<file path="config.mk">
export PLATFORM = sky130hd
export DESIGN_NAME = jk_seq_controller
export DESIGN_NICKNAME = d
export VERILOG_FILES = /design/src/rtl/jk_seq_controller.sv
export SDC_FILE = /design/constraint.sdc
export NUM_CORES = 1
export LEC_CHECK = 0
export ABC_CLOCK_PERIOD_IN_PS = 1960
export BUFFER_PORTS_ARGS = -buffer_cell sky130_fd_sc_hd__buf_2
export CAP_MARGIN = 20
export CORE_MARGIN = 2
export CORE_UTILIZATION = 50
export CTS_CLUSTER_DIAMETER = 40
export DETAILED_ROUTE_END_ITERATION = 7
export GPL_TIMING_DRIVEN = 0
export PLACE_DENSITY = 0.83
export SYNTH_ARGS = -nofsm -noshare
export SYNTH_HDL_FRONTEND = slang
export SYNTH_SLANG_ARGS = --single-unit
</file>
<file path="constraint.sdc">
create_clock -name C -period 1.96 [get_ports C]
set_clock_uncertainty 0.1 [all_clocks]
set_input_delay 0.196 -clock C [delete_from_list [all_inputs] [get_ports C]]
set_output_delay 0.196 -clock C [all_outputs]
set_load 0.01 [all_outputs]
</file>
<file path="src/rtl/jk_seq_controller.sv">
// jk_seq_controller: run-time programmable sequencer for a 3-bit counter.
// An 8-entry next-state table replaces fixed J/K gate logic. The controller
// supports run, stop, single-step, parallel load and prescaled advance.
// Entering an unprogrammed state forces recovery to ORIGIN.
// All state updates happen on the falling edge of C. nR is an asynchronous,
// active-low reset.
// Optional feature: define JK_SEQ_LAPS_EN to add the saturating 'laps' output.
module jk_seq_controller #(
  parameter logic [2:0]  ORIGIN = 3'b000,
  parameter int unsigned DIV    = 1
) (
  input  logic       C,
  input  logic       nR,
  input  logic       wr_en,
  input  logic [2:0] wr_addr,
  input  logic [2:0] wr_next,
  input  logic       wr_valid,
  input  logic       start,
  input  logic       stop,
  input  logic       step,
  input  logic       load,
  input  logic [2:0] load_val,
  output logic [2:0] O,
  output logic       busy,
  output logic       wrap,
  output logic       lockout
`ifdef JK_SEQ_LAPS_EN
  ,
  output logic [7:0] laps
`endif
);

  typedef enum logic [1:0] {
    S_IDLE = 2'd0,
    S_RUN  = 2'd1,
    S_STEP = 2'd2
  } state_t;

  localparam logic [7:0] PRE_LAST = 8'(DIV - 1);

  state_t      state_q, state_d;
  logic [2:0]  o_q, o_d;
  logic [7:0]  pre_q, pre_d;
  logic        busy_q, busy_d;
  logic        wrap_q, wrap_d;
  logic        lock_q, lock_d;
  logic        adv;
  logic [2:0]  next_q [8];
  logic [2:0]  next_d [8];
  logic [7:0]  valid_q, valid_d;

  // Table update: a write lands at the edge; the advance reads the old entry
  always_comb begin
    next_d  = next_q;
    valid_d = valid_q;
    if (wr_en) begin
      next_d[wr_addr]  = wr_next;
      valid_d[wr_addr] = wr_valid;
    end
  end

  // Control FSM, prescaler and count advance (load > stop > step > start)
  always_comb begin
    state_d = state_q;
    o_d     = o_q;
    pre_d   = pre_q;
    wrap_d  = 1'b0;
    lock_d  = 1'b0;
    adv     = 1'b0;
    if (load) begin
      o_d   = load_val;
      pre_d = '0;
    end else if (stop) begin
      state_d = S_IDLE;
      pre_d   = '0;
    end else begin
      unique case (state_q)
        S_IDLE: begin
          if (step) begin
            state_d = S_STEP;
            pre_d   = '0;
          end else if (start) begin
            state_d = S_RUN;
            pre_d   = '0;
          end
        end
        S_RUN: begin
          if (pre_q == PRE_LAST) begin
            adv   = 1'b1;
            pre_d = '0;
          end else begin
            pre_d = pre_q + 8'd1;
          end
        end
        S_STEP: begin
          // Single step bypasses the prescaler; start here chains into RUN
          adv     = 1'b1;
          pre_d   = '0;
          state_d = start ? S_RUN : S_IDLE;
        end
        default: begin
          state_d = S_IDLE;
          pre_d   = '0;
        end
      endcase
      if (adv) begin
        if (valid_q[o_q]) begin
          o_d    = next_q[o_q];
          wrap_d = (next_q[o_q] == ORIGIN);
        end else begin
          o_d    = ORIGIN;
          lock_d = 1'b1;
        end
      end
    end
    busy_d = (state_d != S_IDLE);
  end

  // Register bank, falling edge of C with asynchronous clear
  always_ff @(negedge C or negedge nR) begin
    if (!nR) begin
      state_q <= S_IDLE;
      o_q     <= ORIGIN;
      pre_q   <= '0;
      busy_q  <= 1'b0;
      wrap_q  <= 1'b0;
      lock_q  <= 1'b0;
      valid_q <= '1;
      for (int unsigned i = 0; i < 8; i++) begin
        next_q[i] <= 3'(i + 1);
      end
    end else begin
      state_q <= state_d;
      o_q     <= o_d;
      pre_q   <= pre_d;
      busy_q  <= busy_d;
      wrap_q  <= wrap_d;
      lock_q  <= lock_d;
      valid_q <= valid_d;
      next_q  <= next_d;
    end
  end

  assign O       = o_q;
  assign busy    = busy_q;
  assign wrap    = wrap_q;
  assign lockout = lock_q;

`ifdef JK_SEQ_LAPS_EN
  logic [7:0] laps_q, laps_d;

  // Lap counter: counts normal wraps only, saturates, cleared by load
  always_comb begin
    laps_d = laps_q;
    if (load) begin
      laps_d = '0;
    end else if (wrap_d && (laps_q != 8'hFF)) begin
      laps_d = laps_q + 8'd1;
    end
  end

  // Lap counter register
  always_ff @(negedge C or negedge nR) begin
    if (!nR) begin
      laps_q <= '0;
    end else begin
      laps_q <= laps_d;
    end
  end

  assign laps = laps_q;
`endif

endmodule

</file>
==> results of run 1 <==
[flip-flops by register name (all words and copies together), names as in the netlist]
name and count:
valid_q 8, lockout 1, busy 1, wrap 1, next_q 24, state_q 2
O 3, pre_q 8
[cell usage in the layout, fill, tap and decap left out, types with 5 or more instances in the layout]
| cell | n |
|---|---|
| buf_2 | 14 |
| buf_4 | 25 |
| buf_6 | 6 |
| clkbuf_8 | 5 |
| dfrtn_1 | 28 |
| dfstp_2 | 20 |
| ha_1 | 7 |
| inv_1 | 27 |
| mux2_2 | 21 |
| mux2_4 | 15 |
| mux4_2 | 6 |
| nand2_1 | 7 |
| nand3_1 | 6 |
| nor2_1 | 6 |
[routing by layer]
| layer | up-vias | GRT usage | part of all wire |
|---|---|---|---|
| li1 | 842 | - | - |
| met1 | 918 | 0.279 | 0.41 |
| met2 | 43 | 0.399 | 0.53 |
| met3 | 14 | 0.0549 | 0.033 |
| met4 | 0 | 0.0727 | 0.018 |
| met5 | - | 0 | 0 |
[cell type report]
class / count / area [um2] / area share
multi-input cells: 126 / 1360 / 0.414
flip-flops and latches: 48 / 1230 / 0.373
inverters: 8 / 33.8 / 0.0103
well taps: 54 / 67.6 / 0.0206
clock buffers: 5 / 68.8 / 0.0209
clock inverters: 23 / 97.6 / 0.0297
plain buffers: 4 / 43.8 / 0.0133
repair buffers: 49 / 387 / 0.118
[through the flow]
stage / util / hold slack, ps / std cells
2_1_floorplan: - / 319 / 187
3_3_place_gp: 0.584 / 342 / 262
3_5_place_dp: 0.584 / 348 / 262
4_1_cts: 0.672 / 349 / 309
5_1_grt: 0.700 / 363 / 317
6_report: 0.700 / 351 / 317
[power breakdown]
group	switching [mW]	internal [mW]
Clock	0.458	0.312
Combinational	0.254	0.385
Sequential	0.101	1.23
Total	0.813	1.93
[worst min path at each step]
| stage | cells past startpoint | from | end | slack [ps] |
|---|---|---|---|---|
| 2_1_floorplan | 1 | pre_q[0]$_DFFE_NN0P_ | pre_q[0]$_DFFE_NN0P_ | 320 |
| 3_3_place_gp | 1 | next_q[6]$_DFFE_NN0P_ | next_q[6]$_DFFE_NN0P_ | 340 |
| 3_5_place_dp | 1 | next_q[6]$_DFFE_NN0P_ | next_q[6]$_DFFE_NN0P_ | 350 |
| 4_1_cts | 1 | next_q[6]$_DFFE_NN0P_ | next_q[6]$_DFFE_NN0P_ | 350 |
| 5_1_grt | 1 | pre_q[0]$_DFFE_NN0P_ | pre_q[0]$_DFFE_NN0P_ | 360 |
| 6_report | 1 | next_q[6]$_DFFE_NN0P_ | next_q[6]$_DFFE_NN0P_ | 350 |
[timing repair]
action | 4_1_cts | 5_1_grt
cloned | 0 | 0
setup endpoints to repair | 35 | 44
pin swaps | 14 | 11
buffers inserted | 20 | 7
gates resized for setup | 27 | 13
[cells by family after synthesis]
| logic type | Yosys count |
|---|---|
| AO/OA/AOI/OAI | 22 |
| XOR/XNOR | 3 |
| adder cells (fa/ha/maj) | 7 |
| buffers and inverters | 13 |
| flip-flops | 48 |
| multiplexers | 44 |
| AND/OR/NAND/NOR | 50 |
==> results.toml, run 1 <==
[floorplan]
die_w_um = 73.7
die-area_um2 = 5430
start_util = 0.517
rows = 25
io_pins = 23
die_y_um = 73.7
design.core.area_um2 = 4690

[yosys]
synth_compound_area_frac = 0.0619
synth.area.top_cells = "dfrtn_1, dfstp_2, mux2_2, mux4_2, ha_1"
synth-simple-area-share = 0.118
yosys_register_bits = 48
synth_top_family_by_area = "multiplexers"
netlist_area_um2 = 2430
netlist.area_leader.share = 0.289
ys_seq_area_frac = 0.505
synth_flop_cell = "dfrtn_1"
synth-adder-area-share = 0.0361
synth.mux.area_fraction = 0.244
synth_common_cells = "mux2_2, dfrtn_1, dfstp_2"
syn_nets = 211
synth_edf_count = 0
synth_area_per_cell_um2 = 13.0
synth-xor-area-share = 0.0108
synth_cell_types = 38
yosysWarningCount = 0
yosysTopAreaCell = "dfrtn_1"
synthCells = 187
yosysMostFrequentCell = "mux2_2"
synthArstFlopShare = 1.00

[timing]
slew_headroom = 0.690
grt_setup_unrepaired = "true"
min_period_over_period = 1.10
clock.fmax_mhz = 464
tightest_slew_ps = 462
setup_tns_ps = -1740
fin_ws_ps = -204
maxSlewViolCount = 0
setup_viol_count_final = 18
finalHoldViolCount = 0
period_needed_ps = 2160

[clocking]
cts_hold_buf = 0
clk_pin_slew_worst_paths_ps = 60
ctsHtreeMaxLevel = 2
cts_tree = "yes"
clkLatencyLatePin_ps = 380
cts.sinks = 48
numCtsBuffers = 5
cts_max_path_buffers = 2
cts_root_buf = "clkbuf_8"

[layout]
design_area_um2 = 3290
fin_nets = 286
diodes = 0
fillers = 309
drive_gt1_frac = 0.563
syn2layout_area_growth_pct = 35.4

[setup_path]
crit_chain = "buf_2"
slowest_delay_ps = 440
r2r_cells = 4
start_kind = "register"
crit_buf_inv = 1
cp-endpoint = "O[1]"
r2r_start = "O[1]$_DFFE_NN0P_"
cp_slowest_cell = "dfrtn_1"
path_depth = 1
critPathRequiredTime_ps = 1660
rrSetupSlack_ps = -200
cp_top_family = "flip-flops"
worstSetupEndpointType = "primary output"
crit_arrival_ps = 1870
cp-startpoint = "O[1]$_DFFE_NN0P_"
path_max_fanout = 2
r2r_end = "O[1]$_DFFE_NN0P_"
critical_path_class = "register to primary output"

[detailed_routing]
drc = 0
vias_per_cell = 5.73
wire_per_inst_um = 17.8
antenna_left = 0
vias = 1817
drtIter0Drc = 90
drt_pass1_iterations = 4
drt_wl_total_mm = 5.63

[place]
dp_hpwl_mm = 3.33
dp_slack_ps = -482
io_buffers = 21
place_congestion = 0.776
place_area_um2 = 2740

[global_route]
grt_pass1_wl_mm = 9.10
grt_max_degree = 49
grt_pass1_vias = 1877
overflow = 0
grt_use_total = 0.229
antenna_found_initial = 0

[power]
p_total_mw = 2.74
p_leak_nw = 1.48
max-vdd-ir-drop_mv = 0.723
cellPowerDensity_nw_per_um2 = 834

[flow_run]
drv_cap = 0

[hold_path]
min_path_type = "register to register"

[status]
status = "complete, but fails checks"
violations = "setup timing"
No activity file was read; power rests on OpenSTA's default activity.
==> run 2, diff against run 1 <==
--- a/config.mk
+++ b/config.mk
@@ -7,13 +7,13 @@
 export LEC_CHECK = 0
 export ABC_CLOCK_PERIOD_IN_PS = 1960
 export BUFFER_PORTS_ARGS = -buffer_cell sky130_fd_sc_hd__buf_2
-export CAP_MARGIN = 20
 export CORE_MARGIN = 2
 export CORE_UTILIZATION = 50
 export CTS_CLUSTER_DIAMETER = 40
 export DETAILED_ROUTE_END_ITERATION = 7
 export GPL_TIMING_DRIVEN = 0
 export PLACE_DENSITY = 0.83
+export REMOVE_ABC_BUFFERS = 1
 export SYNTH_ARGS = -nofsm -noshare
 export SYNTH_HDL_FRONTEND = slang
 export SYNTH_SLANG_ARGS = --single-unit
==> run 2 against run 1 <==
- the run still ends with setup timing left
- total power up 1.8%
- die area did not move
- non-clock buffer count shrank 7
- largest power group unchanged
==> results.toml, run 2 (synthesis results as in run 1) <==
[detailed_routing]
drtIter0Drc = 230
drt_pass1_iterations = 4
wire_per_inst_um = 20.7
vias_per_cell = 6.07
drc = 0
antenna_left = 0
vias = 1883
drt_wl_total_mm = 6.41

[global_route]
grt_use_total = 0.239
antenna_found_initial = 0
grt_pass1_vias = 1857
overflow = 0
grt_pass1_wl_mm = 9.49
grt_max_degree = 49

[timing]
fin_ws_ps = -294
setup_viol_count_final = 36
hold_slack_ps = 356
period_needed_ps = 2250
grt_setup_unrepaired = "true"
clock.fmax_mhz = 444
tightest_slew_ps = 1030
slew_headroom = 0.312
min_period_over_period = 1.15
finalHoldViolCount = 0
maxSlewViolCount = 0

[hold_path]
worstHoldStart = "next_q[0]$_DFFE_NN0P_"
min_path_type = "register to register"

[floorplan]
io_pins = 23
die_w_um = 73.7
design.core.area_um2 = 4690
rows = 25
die-area_um2 = 5430
die_y_um = 73.7
start_util = 0.517

[place]
place_congestion = 0.836
io_buffers = 22
dp_hpwl_mm = 3.36
dpl.cell_count = 259

[setup_path]
critPathRequiredTime_ps = 1660
cp_top_family = "flip-flops"
r2r_start = "O[0]$_DFFE_NN0P_"
crit_chain = "buf_2"
crit_buf_inv = 1
rrSetupSlack_ps = -290
cp-endpoint = "O[0]"
cp-startpoint = "O[0]$_DFFE_NN0P_"
start_kind = "register"
critical_path_class = "register to primary output"
path_depth = 1
cp_slowest_cell = "dfrtn_1"
crit_arrival_ps = 1960
r2r_cells = 5
slowest_delay_ps = 500
r2r_end = "O[2]$_DFFE_NN0P_"
path_max_fanout = 3
worstSetupEndpointType = "primary output"

[clocking]
cts.sinks = 48
cts_root_buf = "clkbuf_8"
cts_max_path_buffers = 2
clk_pin_slew_worst_paths_ps = 70
ctsHtreeMaxLevel = 2
cts_hold_buf = 0
clkLatencyLatePin_ps = 390
numCtsBuffers = 5
cts_tree = "yes"

[layout]
drive_gt1_frac = 0.559
diodes = 0
largest_register_ffs = 24
regMostFlops = "next_q"
final_common_cell = "dfrtn_1"
fin_nets = 279
final_cell_mix = "dfrtn_1, inv_1, mux2_2, dfstp_2, buf_4"
stdcell_count = 310
syn2layout_area_growth_pct = 33.1
top_regs = "next_q x24, pre_q x8, valid_q x8"

[status]
status = "complete, but fails checks"
violations = "setup timing"

[power]
p_leak_nw = 1.45
cellPowerDensity_nw_per_um2 = 864
max-vdd-ir-drop_mv = 0.835

[flow_run]
drv_cap = 0
[run 2: repair_timing]
| action | 4_1_cts | 5_1_grt |
|---|---|---|
| endpoints found under the hold margin | 0 | 0 |
| gates cloned | 0 | 0 |
| buffers inserted | 16 | 8 |
| gates resized for setup | 49 | 24 |
| endpoints found under the setup margin | 37 | 28 |
| pin swaps | 11 | 11 |
[run 2: worst register-to-register path: cells and delay by family (launching register included)]
kind / cells / cell delay [ps]
simple gates: 1 / 190
buf+inv: 1 / 180
compound gates: 1 / 330
mux: 2 / 790
flops: 1 / 500
[run 2: cell type report]
type | count | area (um2)
fill | 296 | 1460
multi-input combinational | 126 | 1360
sequential | 48 | 1230
timing repair buffer | 46 | 368
clock inverter | 23 | 106
clock buffer | 5 | 68.8
tap | 54 | 67.6
inverter | 8 | 33.8
[run 2: how the worst min path moves through the flow]
| stage | endpoint | slack, ps | cells past startpoint |
|---|---|---|---|
| after floorplan | pre_q[0]$_DFFE_NN0P_ | 320 | 1 |
| after global placement | next_q[1]$_DFFE_NN0P_ | 340 | 1 |
| after detailed placement | pre_q[0]$_DFFE_NN0P_ | 350 | 1 |
| after CTS | pre_q[0]$_DFFE_NN0P_ | 350 | 1 |
| after global routing | next_q[0]$_DFFE_NN0P_ | 360 | 1 |
| final | next_q[0]$_DFFE_NN0P_ | 360 | 1 |
[run 2: power by group]
part	internal, mW	switching (mW)	total [mW]
Clock	0.321	0.500	0.821
Combinational	0.378	0.259	0.637
Sequential	1.23	0.0994	1.33
[run 2: routing by layer]
metal  wire length [um]  vias to the layer above  share of wire  global-route usage
met2               3210                       63           0.50               0.402
li1                   -                      833              -                   -
met4                212                        0          0.033              0.0949
met5                  0                        -              0                   0
met1               2670                      969           0.42               0.302
met3                324                       18          0.051              0.0508
[run 2: stage by stage]
| step | power [mW] | worst slack [ps] | utilization | TNS (ps) | area, um2 |
|---|---|---|---|---|---|
| floorplan | 1.72 | -423 | - | -8220 | 2400 |
| global placement | 1.84 | -843 | 0.550 | -27570 | 2580 |
| detailed placement | 1.88 | -924 | 0.550 | -29310 | 2580 |
| CTS | 2.70 | -262 | 0.655 | -2530 | 3070 |
| global route | 2.93 | -325 | 0.688 | -4440 | 3230 |
| finish | 2.79 | -294 | 0.688 | -3780 | 3230 |
